### config.mk
export PLATFORM = sky130hd
export DESIGN_NAME = snes_poll_scheduler_flat
export DESIGN_NICKNAME = d
export VERILOG_FILES = /design/src/rtl/snes_poll_scheduler_if.sv /design/src/rtl/snes_poll_scheduler.sv /design/src/flat_wrapper.sv
export SDC_FILE = /design/constraint.sdc
export NUM_CORES = 1
export LEC_CHECK = 0
export CAP_MARGIN = 10
export CELL_PAD_IN_SITES_DETAIL_PLACEMENT = 1
export CELL_PAD_IN_SITES_GLOBAL_PLACEMENT = 1
export CORE_ASPECT_RATIO = 1.5
export CORE_MARGIN = 2
export CORE_UTILIZATION = 43
export CTS_CLUSTER_DIAMETER = 30
export DETAILED_ROUTE_END_ITERATION = 8
export PLACE_DENSITY_LB_ADDON = 0.1
export SYNTH_ARGS = -nofsm -noshare
export SYNTH_HDL_FRONTEND = slang
export SYNTH_SLANG_ARGS = --single-unit
### constraint.sdc
create_clock -name clk -period 3.3 [get_ports clk]
set_input_delay 0.66 -clock clk [delete_from_list [all_inputs] [get_ports clk]]
set_output_delay 0.66 -clock clk [all_outputs]
set_load 0.005 [all_outputs]
### src/rtl/snes_poll_scheduler_if.sv
// Signal bundle between the SNES poll scheduler, the controller connector
// pins and the memory-mapped I/O decode. The scheduler uses the master view;
// the surrounding logic (or a bench) uses the slave view.
interface snes_poll_scheduler_if;
    logic        poll_en;
    logic        poll_now;
    logic        serial_data0;
    logic        serial_data1;
    logic        clr_pressed;
    logic        clr_pad;
    logic [11:0] clr_mask;
    logic        snes_clk;
    logic        snes_latch;
    logic [11:0] buttons0;
    logic [11:0] buttons1;
    logic [11:0] pressed0;
    logic [11:0] pressed1;
    logic        frame_done;
    logic        busy;

    modport master (
        input  poll_en, poll_now, serial_data0, serial_data1,
        input  clr_pressed, clr_pad, clr_mask,
        output snes_clk, snes_latch, buttons0, buttons1,
        output pressed0, pressed1, frame_done, busy
    );

    modport slave (
        output poll_en, poll_now, serial_data0, serial_data1,
        output clr_pressed, clr_pad, clr_mask,
        input  snes_clk, snes_latch, buttons0, buttons1,
        input  pressed0, pressed1, frame_done, busy
    );
endinterface

### src/rtl/snes_poll_scheduler.sv
// SNES dual-pad poll scheduler: drives one shared latch/clock pair, shifts in
// 16 bits from both pads in parallel, commits 12 active-high button bits per
// pad and keeps sticky "newly pressed" flags that the CPU clears by mask.
// Optional build macro SNES_DEBOUNCE_EN: a button bit only changes when two
// consecutive scans agree on it.
module snes_poll_scheduler #(
    parameter int POLL_TICKS  = 20000,
    parameter int HALF_TICKS  = 7,
    parameter int LATCH_TICKS = 14
) (
    input  logic                   clk,
    input  logic                   reset,
    snes_poll_scheduler_if.master  bus
);
    localparam int CNT_W    = (POLL_TICKS > 1) ? $clog2(POLL_TICKS) : 1;
    localparam int TICK_MAX = (LATCH_TICKS > HALF_TICKS) ? LATCH_TICKS : HALF_TICKS;
    localparam int TICK_W   = (TICK_MAX > 1) ? $clog2(TICK_MAX) : 1;
    localparam logic [CNT_W-1:0]  CNT_LAST   = CNT_W'(POLL_TICKS - 1);
    localparam logic [TICK_W-1:0] LATCH_LAST = TICK_W'(LATCH_TICKS - 1);
    localparam logic [TICK_W-1:0] HALF_LAST  = TICK_W'(HALF_TICKS - 1);

    typedef enum logic [2:0] {IDLE, LATCH, CLK_HI, CLK_LO, DONE} state_t;

    state_t            state_q, state_d;
    logic [TICK_W-1:0] tick_q, tick_d;
    logic [3:0]        bit_q, bit_d;
    logic [CNT_W-1:0]  period_q, period_d;
    logic              first_q;
    logic              start;
    logic              snes_clk_q, snes_clk_d;
    logic              snes_latch_q, snes_latch_d;
    logic              frame_done_q, frame_done_d;
    logic              busy_q, busy_d;
    logic [11:0]       shift0_q, shift1_q;
    logic [11:0]       buttons0_q, buttons0_d, buttons1_q, buttons1_d;
    logic [11:0]       pressed0_q, pressed0_d, pressed1_q, pressed1_d;
    logic [11:0]       filt0, filt1, set0, set1, clr0, clr1;
`ifdef SNES_DEBOUNCE_EN
    logic [11:0]       prev0_q, prev1_q;

    // Take the new sample where it matches the previous scan, else hold.
    function automatic logic [11:0] debounce(input logic [11:0] smp,
                                             input logic [11:0] prev,
                                             input logic [11:0] cur);
        return ((smp ~^ prev) & smp) | ((smp ^ prev) & cur);
    endfunction
`endif

    // A freshly set flag always survives a clear issued in the same cycle.
    function automatic logic [11:0] pressed_next(input logic [11:0] cur,
                                                 input logic [11:0] set,
                                                 input logic [11:0] clr);
        return (cur & ~(clr & ~set)) | set;
    endfunction

    // The first idle cycle after reset counts as a due periodic scan.
    assign start = (state_q == IDLE) &&
                   (bus.poll_now || (bus.poll_en && (first_q || period_q == CNT_LAST)));

    // State register plus the registered strobes derived from the next state.
    always_ff @(posedge clk) begin
        if (reset) begin
            state_q      <= IDLE;
            tick_q       <= '0;
            bit_q        <= '0;
            period_q     <= '0;
            first_q      <= 1'b1;
            snes_clk_q   <= 1'b1;
            snes_latch_q <= 1'b0;
            frame_done_q <= 1'b0;
            busy_q       <= 1'b0;
        end else begin
            state_q      <= state_d;
            tick_q       <= tick_d;
            bit_q        <= bit_d;
            period_q     <= period_d;
            first_q      <= 1'b0;
            snes_clk_q   <= snes_clk_d;
            snes_latch_q <= snes_latch_d;
            frame_done_q <= frame_done_d;
            busy_q       <= busy_d;
        end
    end

    // Next-state logic: phase timing, bit counter and saturating period counter.
    always_comb begin
        state_d  = state_q;
        tick_d   = tick_q + TICK_W'(1);
        bit_d    = bit_q;
        period_d = (period_q == CNT_LAST) ? period_q : period_q + CNT_W'(1);
        case (state_q)
            IDLE: begin
                tick_d = '0;
                if (start) begin
                    state_d  = LATCH;
                    period_d = '0;
                    bit_d    = '0;
                end
            end
            LATCH: begin
                if (tick_q == LATCH_LAST) begin
                    state_d = CLK_HI;
                    tick_d  = '0;
                end
            end
            CLK_HI: begin
                if (tick_q == HALF_LAST) begin
                    state_d = CLK_LO;
                    tick_d  = '0;
                end
            end
            CLK_LO: begin
                if (tick_q == HALF_LAST) begin
                    tick_d = '0;
                    if (bit_q == 4'd15) begin
                        state_d = DONE;
                    end else begin
                        state_d = CLK_HI;
                        bit_d   = bit_q + 4'd1;
                    end
                end
            end
            DONE: begin
                state_d = IDLE;
                tick_d  = '0;
            end
            default: begin
                state_d = IDLE;
                tick_d  = '0;
            end
        endcase
    end

    // Output decode from the next state so the pins come straight from flops.
    always_comb begin
        snes_clk_d   = (state_d != CLK_LO);
        snes_latch_d = (state_d == LATCH);
        frame_done_d = (state_d == DONE);
        busy_d       = (state_d != IDLE);
    end

    // Shift capture: the last CLK_HI cycle of each bit; bits 12..15 are dropped.
    always_ff @(posedge clk) begin
        if (state_q == CLK_HI && tick_q == HALF_LAST && bit_q < 4'd12) begin
            shift0_q[bit_q] <= ~bus.serial_data0;
            shift1_q[bit_q] <= ~bus.serial_data1;
        end
    end

    // Commit and pressed-flag update; clears apply in any cycle.
    always_comb begin
        filt0 = shift0_q;
        filt1 = shift1_q;
`ifdef SNES_DEBOUNCE_EN
        filt0 = debounce(shift0_q, prev0_q, buttons0_q);
        filt1 = debounce(shift1_q, prev1_q, buttons1_q);
`endif
        buttons0_d = buttons0_q;
        buttons1_d = buttons1_q;
        set0       = '0;
        set1       = '0;
        if (state_q == DONE) begin
            buttons0_d = filt0;
            buttons1_d = filt1;
            set0       = filt0 & ~buttons0_q;
            set1       = filt1 & ~buttons1_q;
        end
        clr0       = (bus.clr_pressed && !bus.clr_pad) ? bus.clr_mask : '0;
        clr1       = (bus.clr_pressed &&  bus.clr_pad) ? bus.clr_mask : '0;
        pressed0_d = pressed_next(pressed0_q, set0, clr0);
        pressed1_d = pressed_next(pressed1_q, set1, clr1);
    end

    // Button and pressed-flag registers.
    always_ff @(posedge clk) begin
        if (reset) begin
            buttons0_q <= '0;
            buttons1_q <= '0;
            pressed0_q <= '0;
            pressed1_q <= '0;
        end else begin
            buttons0_q <= buttons0_d;
            buttons1_q <= buttons1_d;
            pressed0_q <= pressed0_d;
            pressed1_q <= pressed1_d;
        end
    end

`ifdef SNES_DEBOUNCE_EN
    // Previous raw scan per pad, used as the agreement reference.
    always_ff @(posedge clk) begin
        if (reset) begin
            prev0_q <= '0;
            prev1_q <= '0;
        end else if (state_q == DONE) begin
            prev0_q <= shift0_q;
            prev1_q <= shift1_q;
        end
    end
`endif

    assign bus.snes_clk   = snes_clk_q;
    assign bus.snes_latch = snes_latch_q;
    assign bus.buttons0   = buttons0_q;
    assign bus.buttons1   = buttons1_q;
    assign bus.pressed0   = pressed0_q;
    assign bus.pressed1   = pressed1_q;
    assign bus.frame_done = frame_done_q;
    assign bus.busy       = busy_q;
endmodule
### src/flat_wrapper.sv
// flat-port wrapper written by rule: the top's interface ports become plain ports
module snes_poll_scheduler_flat 
#(
    parameter int POLL_TICKS  = 20000,
    parameter int HALF_TICKS  = 7,
    parameter int LATCH_TICKS = 14
)
  (clk, reset, bus_poll_en, bus_poll_now, bus_serial_data0, bus_serial_data1, bus_clr_pressed, bus_clr_pad, bus_clr_mask, bus_snes_clk, bus_snes_latch, bus_buttons0, bus_buttons1, bus_pressed0, bus_pressed1, bus_frame_done, bus_busy);
  snes_poll_scheduler_if bus_i ();
  input  logic clk;
  input  logic reset;
  input wire logic [$bits(bus_i.poll_en)-1:0] bus_poll_en;
  input wire logic [$bits(bus_i.poll_now)-1:0] bus_poll_now;
  input wire logic [$bits(bus_i.serial_data0)-1:0] bus_serial_data0;
  input wire logic [$bits(bus_i.serial_data1)-1:0] bus_serial_data1;
  input wire logic [$bits(bus_i.clr_pressed)-1:0] bus_clr_pressed;
  input wire logic [$bits(bus_i.clr_pad)-1:0] bus_clr_pad;
  input wire logic [$bits(bus_i.clr_mask)-1:0] bus_clr_mask;
  output wire logic [$bits(bus_i.snes_clk)-1:0] bus_snes_clk;
  output wire logic [$bits(bus_i.snes_latch)-1:0] bus_snes_latch;
  output wire logic [$bits(bus_i.buttons0)-1:0] bus_buttons0;
  output wire logic [$bits(bus_i.buttons1)-1:0] bus_buttons1;
  output wire logic [$bits(bus_i.pressed0)-1:0] bus_pressed0;
  output wire logic [$bits(bus_i.pressed1)-1:0] bus_pressed1;
  output wire logic [$bits(bus_i.frame_done)-1:0] bus_frame_done;
  output wire logic [$bits(bus_i.busy)-1:0] bus_busy;
  assign bus_i.poll_en = bus_poll_en;
  assign bus_i.poll_now = bus_poll_now;
  assign bus_i.serial_data0 = bus_serial_data0;
  assign bus_i.serial_data1 = bus_serial_data1;
  assign bus_i.clr_pressed = bus_clr_pressed;
  assign bus_i.clr_pad = bus_clr_pad;
  assign bus_i.clr_mask = bus_clr_mask;
  assign bus_snes_clk = bus_i.snes_clk;
  assign bus_snes_latch = bus_i.snes_latch;
  assign bus_buttons0 = bus_i.buttons0;
  assign bus_buttons1 = bus_i.buttons1;
  assign bus_pressed0 = bus_i.pressed0;
  assign bus_pressed1 = bus_i.pressed1;
  assign bus_frame_done = bus_i.frame_done;
  assign bus_busy = bus_i.busy;
  snes_poll_scheduler #(.POLL_TICKS(POLL_TICKS), .HALF_TICKS(HALF_TICKS), .LATCH_TICKS(LATCH_TICKS)) u_core (.clk(clk), .reset(reset), .bus(bus_i));
endmodule
==> results by group, run 1 <==
Place
  • DP Cell Count: 617
  • Port bufs: 71
  • Routability cong.: 0.8286
  • Post-DP HPWL: 7.254 mm
  • DP Area: 4949 um^2

Layout
  • Most frequent cells in the layout: nand2_1 (83), dfxtp_1 (79), clkdlybuf4s50_1 (70)
  • Area Overhead vs Synth: 25.91%
  • Finished Layout Cells: 633
  • Most common cell after layout, fill and taps aside: nand2_1
  • Share of post-route cells with drive strength above 1: 4.826%
  • Final #Nets: 538
  • Post-route cell area: 5295 um^2
  • ANT cells: 0

Critical path
  • CP max FO: 18
  • CP Capture Type: flop
  • Critical Path RT: 3.51 ns
  • Crit path kind: flop to flop
  • R2R Setup Slk: 0.93 ns
  • Worst EP arrival: 2.58 ns
  • Crit path launch type: flop

Timing
  • Fmax: 0.4215 GHz
  • Rel. slew slack: 36.80%
  • Final period util: 71.89%
  • Final Critical Period: 2.372 ns
  • Setup violations, final: 0
  • RSZ-0062 raised after global routing: no
  • Setup TNS Final: 0 ns
  • Worst Skew: 0.005213 ns
  • Final Hold Viols: 0
  • Slew Viols, Final: 0
  • Worst-margin pin slew: 0.9458 ns

Route
  • Drt total wl: 10.38 mm
  • Routed Antenna Nets: 0
  • DR WL/cell: 16.40 um
  • Vias: 3409
  • DRC errors left: 0
  • Drt first pass iters: 4
  • Vias per Instance: 5.385
  • DRT iter0 DRCs: 127

Yosys
  • Synth Area in XOR/XNOR: 2.708%
  • Syn Inst Count: 452
  • Top_reg_cell synth: dfxtp_1
  • Simple logic cell fraction of the synthesized area: 22.52%
  • Synth Warn #: 0
  • Sequential area share after synthesis: 54.75%
  • Async set or reset register ratio after synthesis: 0%
  • Main combinational cell family by area after synthesis: simple AND/OR/NAND/NOR gates
  • Multiplexer area fraction after synthesis: 0.2380%
  • FF+latch count, synth: 103
  • Adder-cell share of the synthesized area: 1.488%
  • Synth Cell Area: 4205 um^2
  • Syn avg cell area: 9.304 um^2
  • Post-synth EDFFs: 24
  • Post-Synthesis Net Count: 477
  • Synth Area in Compound Gates: 12.47%
  • Netlist cell types: 46

Floorplan
  • Die H: 125.1 um
  • Core ar.: 9579 um^2
  • Io pins: 72
  • Starting density of the core: 43.90%
  • Die area: 10600 um^2
  • Die width: 84.75 um
  • Row count: 44

Clock tree
  • Skew-Pair Late Insertion Delay: 0.34 ns
  • Resize count post-CTS: 0
  • Hold Buf Count CTS: 0
  • Clock root buffer: clkbuf_16
  • Clock sinks: 103
  • Setup Buffers After CTS: 0
  • CTS tree: done
  • Reg clk slew, reported paths: 0.07 ns
  • H-tree depth: 3
  • TritonCTS Buffers: 9
  • Max Buffers Root-to-Sink: 2

Run
  • Maximum Capacitance Violations: 0

Global route
  • Largest net degree at the start of global routing: 49
  • Wire length of the first global-routing pass: 17.12 mm
  • GRT Residual Overflow: 0
  • GR Util All Layers: 20.25%
  • Vias in the first global route: 3530
  • Initial antenna violation count: 0

Power
  • Power Density: 495.3 nW/um^2
  • Leak pwr: 1.729 nW
  • VDD IR-drop max: 0.3269 mV
  • Final total power: 0.002623 W

Hold path
  • Hold crit path type: flop to flop

Outcome
  • Outcome: completed
per-stage QoR:
step	worst slack, ns	util [%]	hold WS [ns]
2_1_floorplan	1.544	-	0.4655
3_3_place_gp	0.8224	51.66	0.4597
3_5_place_dp	0.7651	51.66	0.4659
4_1_cts	0.8958	55.28	0.4768
5_1_grt	0.7237	55.28	0.5056
6_report	0.9276	55.28	0.4750
synthesized netlist by cell type (3+ instances only):
library cell | instances | share of area, %
and2_1 | 10 | 1.5
nor4_1 | 7 | 1.0
nand4_1 | 3 | 0.45
buf_6 | 4 | 1.1
dfxtp_1 | 79 | 38
nor3_1 | 5 | 0.59
xor2_1 | 3 | 0.62
nand2b_1 | 4 | 0.59
xnor2_1 | 10 | 2.1
nand3_1 | 11 | 1.3
ha_1 | 5 | 1.5
nor4b_1 | 5 | 1.0
nor2_1 | 46 | 4.1
clkbuf_1 | 15 | 1.3
and3_1 | 8 | 1.2
o21ai_0 | 6 | 0.71
a21oi_1 | 34 | 4.0
nand2_1 | 83 | 7.4
buf_2 | 4 | 0.48
edfxtp_1 | 24 | 17
a32oi_1 | 24 | 5.0
inv_1 | 31 | 2.8
or3_1 | 4 | 0.59
sequential cells by signal (all words and copies together) (netlist names):
| register | flops |
|---|---|
| u_core.bus.frame_done | 1 |
| u_core.tick_q | 4 |
| u_core.bus.buttons1 | 12 |
| u_core.bus.pressed0 | 12 |
| u_core.first_q | 1 |
| u_core.bus.buttons0 | 12 |
| u_core.bus.busy | 1 |
| u_core.filt0 | 12 |
| u_core.period_q | 15 |
| u_core.bus.pressed1 | 12 |
| u_core.bus.snes_latch | 1 |
| u_core.state_q | 3 |
| u_core.bus.snes_clk | 1 |
| u_core.bit_q | 4 |
| u_core.filt1 | 12 |
worst paths after layout:
kind                     startpoint                     end  cells after the start
max reg2reg      u_core.period_q[0]         u_core.bit_q[1]                      6
max              u_core.period_q[0]         u_core.bit_q[1]                      6
min reg2reg  u_core.bus.buttons0[4]  u_core.bus.buttons0[4]                      2
min          u_core.bus.buttons0[4]  u_core.bus.buttons0[4]                      2
area by class of cell:
class	instances	area, um^2
inverters	31	116.4
well taps	115	143.9
multi-input cells	294	1658
fillers	1090	4284
clock buffers	10	239.0
flip-flops and latches	103	2302
repair buffers	74	728.2
clock inverters	6	107.6
report_power, final:
group	total, W	internal, W	switching, W
clock	0.00121	0.000759	0.000448
combinational	0.000111	0.0000469	0.0000637
sequential	0.00131	0.00130	0.00000861
total	0.00262	0.00210	0.000520
critical path, cell delays in order (launching register included):
cell and delay [ns]:
dfxtp_1 0.37, ha_1 0.20, and3_4 0.20, and4_1 0.63, a211o_1 0.60, a211o_1 0.17, o31ai_1 0.06
cells by family after synthesis:
group	after synthesis
xor+xnor	13
mux	1
flops	103
compound gates	77
buf+inv	55
fa+ha+maj	5
simple gates	198
metal layers:
metal  vias up  GRT usage (%)  wire length, um
met3        12          3.960              285
met4         0          6.816              179
met2        49          37.05             5618
met1      1671          23.22             4298
li1       1677              -                -
met5         -              0                0
Note: power is estimated with default switching activity, not from simulation.
==> run 2, diff against run 1 <==
--- a/config.mk
+++ b/config.mk
@@ -10,7 +10,7 @@
 export CELL_PAD_IN_SITES_GLOBAL_PLACEMENT = 1
 export CORE_ASPECT_RATIO = 1.5
 export CORE_MARGIN = 2
-export CORE_UTILIZATION = 43
+export CORE_UTILIZATION = 40
 export CTS_CLUSTER_DIAMETER = 30
 export DETAILED_ROUTE_END_ITERATION = 8
 export PLACE_DENSITY_LB_ADDON = 0.1
==> constraint.sdc (replaced) <==
create_clock -name clk -period 2.45 [get_ports clk]
set_input_delay 0.49 -clock clk [delete_from_list [all_inputs] [get_ports clk]]
set_output_delay 0.49 -clock clk [all_outputs]
set_load 0.005 [all_outputs]
==> run 2 against run 1 <==
Effect of this change: critical path depth is 2 lower; count of clock-buffer cells in the layout is 2 higher; register-to-register slack worse by 0.61 ns; clock skew is 0.0036 ns higher; sequential power is 34% higher; highest routed layer unchanged; total power is 27% higher; routed wire length hardly changed; final cell count is 4.9% higher; non-clock buffer count is 5 higher.
==> results by group, run 2 (same netlist as run 1, synthesis figures left out) <==
Timing
  • Final Hold Viols: 0
  • Worst Skew: 0.008828 ns
  • Setup TNS Final: 0 ns
  • Fmax: 0.4694 GHz
  • Final period util: 86.95%
  • Slew Viols, Final: 0
  • Setup violations, final: 0
  • RSZ-0062 raised after global routing: no
  • Worst-margin pin slew: 0.5052 ns
  • Rel. slew slack: 66.32%
  • Final Critical Period: 2.130 ns

Route
  • Routed Antenna Nets: 0
  • Drt total wl: 10.39 mm
  • Vias per Instance: 5.197
  • Drt first pass iters: 6
  • DR WL/cell: 15.64 um
  • DRT iter0 DRCs: 129
  • DRC errors left: 0
  • Vias: 3451

Clock tree
  • Clock sinks: 103
  • Hold Buf Count CTS: 0
  • Max Buffers Root-to-Sink: 2
  • Resize count post-CTS: 0
  • Clock root buffer: clkbuf_16
  • H-tree depth: 3
  • CTS tree: done
  • TritonCTS Buffers: 9
  • Skew-Pair Late Insertion Delay: 0.35 ns
  • Setup Buffers After CTS: 0
  • Reg clk slew, reported paths: 0.06 ns

Critical path
  • CP max FO: 8
  • Critical-path cell list: nand2b_1 -> or3_1 -> nor3b_1 -> and2_1
  • Crit path launch type: flop
  • Slowest CP cell: dfxtp_1
  • Crit path kind: flop to flop
  • CP Capture Type: flop
  • Worst EP arrival: 2.18 ns
  • R2R Setup Slk: 0.32 ns
  • Critical Path RT: 2.50 ns
  • Kind of cell adding the most delay to the critical path: simple AND/OR/NAND/NOR gates
  • Slowest Stage Delay on Critical Path: 0.48 ns
  • Worst path buffer plus inverter count: 0

Layout
  • Number of flip-flops under the largest register name: 15
  • ANT cells: 0
  • Largest Register: u_core.period_q
  • Final #Nets: 543
  • Area Overhead vs Synth: 26.27%
  • Most common cell after layout, fill and taps aside: nand2_1
  • Share of post-route cells with drive strength above 1: 5.545%
  • Most frequent cells in the layout: nand2_1 (83), dfxtp_1 (79), clkdlybuf4s50_1 (70)

Floorplan
  • Row count: 45
  • Core ar.: 10190 um^2
  • Die area: 11370 um^2
  • Die width: 87.72 um
  • Io pins: 72
  • Die H: 129.6 um
  • Starting density of the core: 41.26%

Power
  • Leak pwr: 1.730 nW
  • Final total power: 0.003328 W
  • Power Density: 626.7 nW/um^2
  • VDD IR-drop max: 0.3510 mV

Global route
  • Largest net degree at the start of global routing: 49
  • GRT Residual Overflow: 0
  • Wire length of the first global-routing pass: 16.97 mm
  • Initial antenna violation count: 0
  • GR Util All Layers: 19.27%
  • Vias in the first global route: 3531

Place
  • Port bufs: 71
  • Post-DP HPWL: 7.251 mm
  • Routability cong.: 0.8009

Outcome
  • Outcome: completed

Run
  • Maximum Capacitance Violations: 0

Hold path
  • Hold crit path type: flop to flop
[run 2: per-stage QoR]
stage	std cells	hold WS (ns)	area, um^2	worst slack [ns]	util [%]
final	664	0.4720	5310	0.3196	52.11
after global placement	648	0.4605	5019	0.3085	49.24
after CTS	664	0.4773	5310	0.3340	52.11
after global routing	664	0.5060	5310	0.1686	52.11
after floorplan	452	0.4655	4205	0.6938	-
after detailed placement	648	0.4682	5019	0.2710	49.24
[run 2: tightest hold or removal path: stages (launching register included)]
cell and delay (ns):
dfxtp_1 0.32, nand2_1 0.06, a21oi_1 0.05
[run 2: worst paths after layout]
path | start | to | depth (start not counted)
setup / recovery | u_core.state_q[1] | u_core.filt1[7] | 4
hold / removal | u_core.bus.buttons0[3] | u_core.bus.buttons0[3] | 2
setup reg to reg | u_core.state_q[1] | u_core.filt1[7] | 4
hold reg to reg | u_core.bus.buttons0[3] | u_core.bus.buttons0[3] | 2
[run 2: final cells by class]
class                           instances  area, um^2
Inverter                               31       116.4
Clock inverter                          4       45.04
Tap cell                              141       176.4
Fill cell                            1173        4881
Clock buffer                           12       246.5
Multi-Input combinational cell        294        1658
Sequential cell                       103        2302
Timing Repair Buffer                   79       765.7
[run 2: metal layers]
metal	global-route usage [%]	wire length, um	vias up
li1	-	-	1685
met1	21.89	4253	1698
met2	35.12	5627	55
met3	2.930	289	13
met4	8.326	216	0
met5	0	0	-
[run 2: report_power, final]
part / leakage, nW / internal (W) / switching [W] / total (W)
combinational: 0.731 / 0.0000662 / 0.0000860 / 0.000152
sequential: 0.854 / 0.00175 / 0.0000119 / 0.00176
clock: 0.146 / 0.000816 / 0.000601 / 0.00142
total: 1.73 / 0.00263 / 0.000699 / 0.00333
